### src/rtl/track_pkg.sv
// Shared tracking-channel definitions: FSM state encoding, default widths and
// the 3-bit sign-magnitude sample decoder.
package track_pkg;

  localparam int ACC_WIDTH_DEF = 18;
  localparam int CNT_WIDTH_DEF = 15;
  localparam int CA_CHIPS      = 1023;

  typedef enum logic [1:0] {
    IDLE  = 2'd0,
    SYNC  = 2'd1,
    ACCUM = 2'd2
  } state_t;

  // Odd-magnitude mapping: mag 0..3 -> 1,3,5,7, sign bit negates.
  function automatic logic signed [ACC_WIDTH_DEF-1:0] sm3_to_signed(input logic [2:0] s);
    logic signed [ACC_WIDTH_DEF-1:0] mag;
    mag = {{(ACC_WIDTH_DEF-3){1'b0}}, s[1:0], 1'b1};
    return s[2] ? -mag : mag;
  endfunction

endpackage

### src/rtl/sat_adder.sv
// Signed two-operand adder that clamps to the representable range and flags
// when the clamp was applied.
module sat_adder #(
  parameter int W = 18
) (
  input  logic signed [W-1:0] a,
  input  logic signed [W-1:0] b,
  output logic signed [W-1:0] sum,
  output logic                sat
);

  localparam logic [W-1:0] MAX_VAL = {1'b0, {(W-1){1'b1}}};
  localparam logic [W-1:0] MIN_VAL = {1'b1, {(W-1){1'b0}}};

  logic [W:0] full;

  // One extra bit: overflow shows as disagreement of the top two bits.
  assign full = {a[W-1], a} + {b[W-1], b};
  assign sat  = full[W] ^ full[W-1];

  always_comb begin
    sum = full[W-1:0];
    if (sat) sum = full[W] ? MIN_VAL : MAX_VAL;
  end

endmodule

### src/rtl/accum_dump.sv
// Per-channel integrate-and-dump: sums wiped samples over EPOCHS_PER_DUMP code
// epochs and hands the sum/count to the loop processor via valid/ready.
module accum_dump
  import track_pkg::*;
#(
  parameter int ACC_WIDTH       = ACC_WIDTH_DEF,
  parameter int CNT_WIDTH       = CNT_WIDTH_DEF,
  parameter int EPOCHS_PER_DUMP = 1
) (
  input  logic                 clk,
  input  logic                 reset,
  input  logic                 enable,
  input  logic                 sample_valid,
  input  logic [2:0]           sample,
  input  logic                 epoch,
  input  logic                 dump_ready,
  output logic                 dump_valid,
  output logic [ACC_WIDTH-1:0] dump_value,
  output logic [CNT_WIDTH-1:0] dump_count,
  output logic                 dump_sat,
  output logic                 dump_missed,
  output logic [1:0]           fsm_state
);

  // Handshake: a dump transfers on any cycle where dump_valid and dump_ready
  // are both high; while valid is high and ready low the dump_* outputs hold.

  localparam logic [4:0]           EP_LAST = 5'(EPOCHS_PER_DUMP - 1);
  localparam logic [CNT_WIDTH-1:0] CNT_MAX = '1;

  state_t                       state;
  logic signed [ACC_WIDTH-1:0]  acc;
  logic [CNT_WIDTH-1:0]         cnt;
  logic [4:0]                   epoch_cnt;
  logic                         sat_flag;

  logic signed [ACC_WIDTH-1:0]  sample_value;
  logic signed [ACC_WIDTH-1:0]  add_sum;
  logic                         add_sat;
  logic                         terminal;
  logic                         dump_take;

  assign sample_value = ACC_WIDTH'(sm3_to_signed(sample));
  assign fsm_state    = state;

  sat_adder #(.W(ACC_WIDTH)) u_add (
    .a   (acc),
    .b   (sample_value),
    .sum (add_sum),
    .sat (add_sat)
  );

  // enable low wins over everything, so an aborting cycle never dumps.
  assign terminal  = enable && (state == ACCUM) && epoch && (epoch_cnt == EP_LAST);
  assign dump_take = terminal && (!dump_valid || dump_ready);

  always_ff @(posedge clk) begin
    if (!reset) begin
      dump_valid  <= 1'b0;
      dump_value  <= '0;
      dump_count  <= '0;
      dump_sat    <= 1'b0;
      dump_missed <= 1'b0;
    end else begin
      if (dump_take) begin
        dump_valid <= 1'b1;
        dump_value <= acc;
        dump_count <= cnt;
        dump_sat   <= sat_flag;
      end else if (dump_valid && dump_ready) begin
        dump_valid <= 1'b0;
      end
      if (terminal && !dump_take) dump_missed <= 1'b1;
    end
  end

  always_ff @(posedge clk) begin
    if (!reset || !enable) begin
      state     <= IDLE;
      acc       <= '0;
      cnt       <= '0;
      epoch_cnt <= '0;
      sat_flag  <= 1'b0;
    end else begin
      case (state)
        IDLE: begin
          state <= SYNC;
        end
        SYNC: begin
          if (epoch) begin
            state     <= ACCUM;
            acc       <= '0;
            cnt       <= '0;
            epoch_cnt <= '0;
            sat_flag  <= 1'b0;
          end
        end
        ACCUM: begin
          if (terminal) begin
            // A sample coinciding with the terminal epoch opens the new period.
            acc       <= sample_valid ? sample_value : '0;
            cnt       <= sample_valid ? CNT_WIDTH'(1) : '0;
            epoch_cnt <= '0;
            sat_flag  <= 1'b0;
          end else begin
            if (epoch) epoch_cnt <= epoch_cnt + 5'd1;
            if (sample_valid) begin
              acc      <= add_sum;
              sat_flag <= sat_flag | add_sat;
              if (cnt != CNT_MAX) cnt <= cnt + CNT_WIDTH'(1);
            end
          end
        end
        default: begin
          state <= IDLE;
        end
      endcase
    end
  end

endmodule

### config.mk
export PLATFORM = sky130hd
export DESIGN_NAME = accum_dump
export DESIGN_NICKNAME = d
export VERILOG_FILES = /design/src/rtl/track_pkg.sv /design/src/rtl/sat_adder.sv /design/src/rtl/accum_dump.sv
export SDC_FILE = /design/constraint.sdc
export NUM_CORES = 1
export LEC_CHECK = 0
export BUFFER_PORTS_ARGS = -buffer_cell sky130_fd_sc_hd__buf_2
export CAP_MARGIN = 40
export CORE_ASPECT_RATIO = 1.5
export CORE_MARGIN = 10
export CORE_UTILIZATION = 55
export CTS_BUF_LIST = sky130_fd_sc_hd__clkbuf_4 sky130_fd_sc_hd__clkbuf_8
export CTS_CLUSTER_SIZE = 30
export DETAILED_ROUTE_END_ITERATION = 8
export PLACE_DENSITY = 0.73
export SYNTH_ARGS = -nofsm -noshare
export SYNTH_HDL_FRONTEND = slang
export SYNTH_HIERARCHICAL = 1
export SYNTH_SLANG_ARGS = --single-unit
### constraint.sdc
create_clock -name clk -period 9.3 [get_ports clk]
set_clock_uncertainty 0.05 [all_clocks]
set_input_delay 1.86 -clock clk [delete_from_list [all_inputs] [get_ports clk]]
set_output_delay 1.86 -clock clk [all_outputs]
set_load 0.005 [all_outputs]
==> results.ini <==
[global_route]
track_usage_pct = 19.0
grt_pass1_vias = 4222
grt_overflow = 0
grt_max_degree = 56
grt_pass1_wl_mm = 19.4
antenna_found_initial = 0

[floorplanning]
core_mm2 = 0.00806
pin_count = 47
dieArea_mm2 = 0.0124
die_y_um = 131
rows = 40
start_util_pct = 56.4
die-width_um = 94.2

[logic_synthesis]
async_reset_ff_share_pct = 0
synthFlopType = dfxtp_1
ys_top_cells_by_area = dfxtp_1 34%, ha_1 6.9%, a21boi_1 5.6%, nand2_1 5.3%, nand3_1 5.0%
synth_area_mm2 = 0.00454
synth.avg_cell_area_um2 = 8.26
ys_types = 70
synth_largest_area_cell = dfxtp_1
ys_warn_count = 6
syn_inst = 550
synth_top_cell_area_share_pct = 33.9
synth.ff_latch_count = 77
synth_nets = 585
synth_edf_count = 0
ys_seq_area_share_pct = 33.9

[setup_path]
crit_required_ns = 9.51
path_buf_inv = 1
critical-path-max-stage-delay_ns = 0.56
cp_max_fo = 18
start_kind = input port
crit_arrival_ns = 5.18
r2r-start = acc[0]$_SDFFE_PP0P_
end_kind = register
r2r_cells = 12
cp_slowest_cell = nor2_2
r2r_end = acc[0]$_SDFFE_PP0P_
setup.worst_path.class = in -> reg
r2r_slack_ns = 6.00
cp_cell_sequence = buf_2 -> xor2_1 -> ha_1 -> nor2b_1 -> o31a_1 -> o22ai_1 -> o21ai_0 -> o221a_2 -> nor2_2 -> nor2_1 -> a21o_1 -> a22o_1
cp_top_family = compound AO/OA/AOI/OAI gates

[sta]
period_minus_slack_ns = 4.97
max_clock_freq_mhz = 201
tns_ns = 0
slew_violations = 0
setup_viol = 0
hold_viol = 0
slew_headroom_pct = 41.1
tightestPinTransition_ns = 0.884
finalCritPeriodShare_pct = 53.5
grt_setup_unrepaired = no

[power]
p_clk_share_pct = 45.5
comb_power_share_pct = 8.9
p_seq_share_pct = 45.5
switching_share_pct = 23.3
leakage_nw = 1.98
p_int_mw = 0.559
p_per_area_mw_per_mm2 = 146
ir_drop_v = 0.000103
p_switching_mw = 0.170

[layout]
fin_area_mm2 = 0.00500
fillCellCount = 723
drive_above_1_share_pct = 13.8
nets = 617
n_antenna_cell = 0
finish.utilization_pct = 62.1
multi_input_area_mm2 = 0.00274
seqCellArea_mm2 = 0.00154
syn_to_final_growth_pct = 10.0

[job]
cap_violations = 0

[hold_path]
worstHoldPathCells = 2
worstHoldPathType = reg -> reg
hold_path.startpoint = dump_count[13]$_SDFFE_PN0P_
hold_end = dump_count[13]$_SDFFE_PN0P_

[placed_design]
hpwl_mm = 8.09
portBuffers = 46
place_area_mm2 = 0.00474
globalplace.congestion = 0.945

[detailed_routing]
via_per_inst = 6.01
dr_total_vias = 4158
first_pass_iters = 5
drtIter0Drc = 244
wirelength_mm = 11.5
ant_nets = 0
drc = 0
wire_per_inst_um = 16.6

[clocking]
worst_setup_hold_path_clk_slew_ns = 0.08
cts_hold_buffers = 0
cts-resized-gates = 0
tritoncts = yes
cts.sinks = 77
numCtsBuffers = 9
clockBufferDepth = 2
clkLatencyLatePin_ns = 0.36
postCtsSetupBuffers = 0
htree_levels = 3
cts_root_buf = clkbuf_8

[run_status]
outcome = finished, final reports clean

[power by group through the flow]
| stage | Combinational, mW | Clock (mW) | Sequential [mW] |
|---|---|---|---|
| final | 0.0652 | 0.332 | 0.332 |
| after global routing | 0.0724 | 0.353 | 0.332 |
| after CTS | 0.0645 | 0.337 | 0.332 |
| after detailed placement | 0.0640 | 0 | 0.340 |
| after global placement | 0.0619 | 0 | 0.340 |
| after floorplan | 0.0505 | 0 | 0.339 |
[how the worst max path moves through the flow]
stage	from	end	slack (ns)	cells past startpoint
detailed placement	sample[2]	acc[0]$_SDFFE_PP0P_	4.01	12
CTS	sample[2]	acc[1]$_SDFFE_PP0P_	4.37	13
finish	sample[2]	acc[0]$_SDFFE_PP0P_	4.33	12
global placement	sample[2]	acc[0]$_SDFFE_PP0P_	4.14	12
global route	sample[2]	acc[1]$_SDFFE_PP0P_	4.13	13
floorplan	sample[2]	acc[0]$_SDFFE_PP0P_	4.93	12
[cell usage in the layout, fill, tap and decap left out, types with 4 or more instances in the layout]
cell type / count
nor2b_1: 5
a31oi_1: 7
xnor2_1: 7
a21o_1: 5
buf_2: 46
xor2_1: 10
nand2b_1: 6
and2_1: 6
a21oi_1: 32
a22o_1: 5
or4_1: 4
nand3_1: 45
nand2_1: 64
dfxtp_1: 77
bufinv_16: 4
a21boi_1: 34
o21ai_0: 18
and3_1: 5
o2bb2ai_1: 15
nand4_1: 8
ha_1: 25
nor2_1: 49
inv_1: 20
o21a_1: 9
nor3_1: 5
clkbuf_8: 9
[final cells by class]
type | count | share of cell area [%]
clock buffers | 9 | 2.48
clock inverters | 7 | 2.75
inverters | 20 | 1.50
multi-input cells | 425 | 54.8
flip-flops and latches | 77 | 30.8
well taps | 105 | 2.63
repair buffers | 49 | 5.05
[routing by layer]
layer / track usage (%) / up-vias / wire (µm)
met5: 0 / - / 0
met4: 10.9 / 0 / 382
met3: 3.99 / 30 / 431
met2: 34.9 / 86 / 6290
met1: 18.6 / 1986 / 4420
li1: - / 2056 / -
[registers in the layout, summed over array words and instances (netlist names)]
name / count
dump_sat: 1
dump_missed: 1
fsm_state: 2
dump_count: 15
dump_valid: 1
sat_flag: 1
epoch_cnt: 5
cnt: 15
dump_value: 18
acc: 18
[synth_stat cells, types with 5 or more instances]
master	instances
dfxtp_1	77
nand2_1	64
nor2_1	49
nand3_1	45
a21boi_1	34
a21oi_1	32
ha_1	25
inv_1	20
o21ai_0	18
o2bb2ai_1	15
clkbuf_1	13
buf_6	10
xor2_1	10
o21a_1	9
nand4_1	8
a31oi_1	7
xnor2_1	7
and2_1	6
nand2b_1	6
a21o_1	5
a22o_1	5
and3_1	5
nor2b_1	5
nor3_1	5
[kinds of logic (layout without fill, tap and decap cells)]
kind of cell,Yosys count,after routing,synth area share [%]
AOI/OAI and AO/OA,162,162,25.5
adders and majority gates,28,28,7.76
other,1,1,0.0825
and+or+nand+nor,216,216,23.4
muxes,1,1,0.248
xor gates and xnor gates,17,17,3.28
DFF,77,77,33.9
buffers and inverters,48,85,5.81
[per-stage QoR]
| step | hold WS, ns | worst slack, ns | total power [mW] | cells |
|---|---|---|---|---|
| 3_3_place_gp | 0.388 | 4.14 | 0.401 | 675 |
| 5_1_grt | 0.417 | 4.13 | 0.758 | 692 |
| 2_1_floorplan | 0.386 | 4.93 | 0.390 | 550 |
| 6_report | 0.402 | 4.33 | 0.729 | 692 |
| 4_1_cts | 0.404 | 4.37 | 0.733 | 692 |
| 3_5_place_dp | 0.392 | 4.01 | 0.404 | 676 |
[worst min-delay path, delay by kind of cell (launching register included)]
kind               cells  cell delay (ns)
DFF                    1             0.31
and+or+nand+nor        1             0.05
AOI/OAI and AO/OA      1             0.05
(Power assumes the default switching activity.)
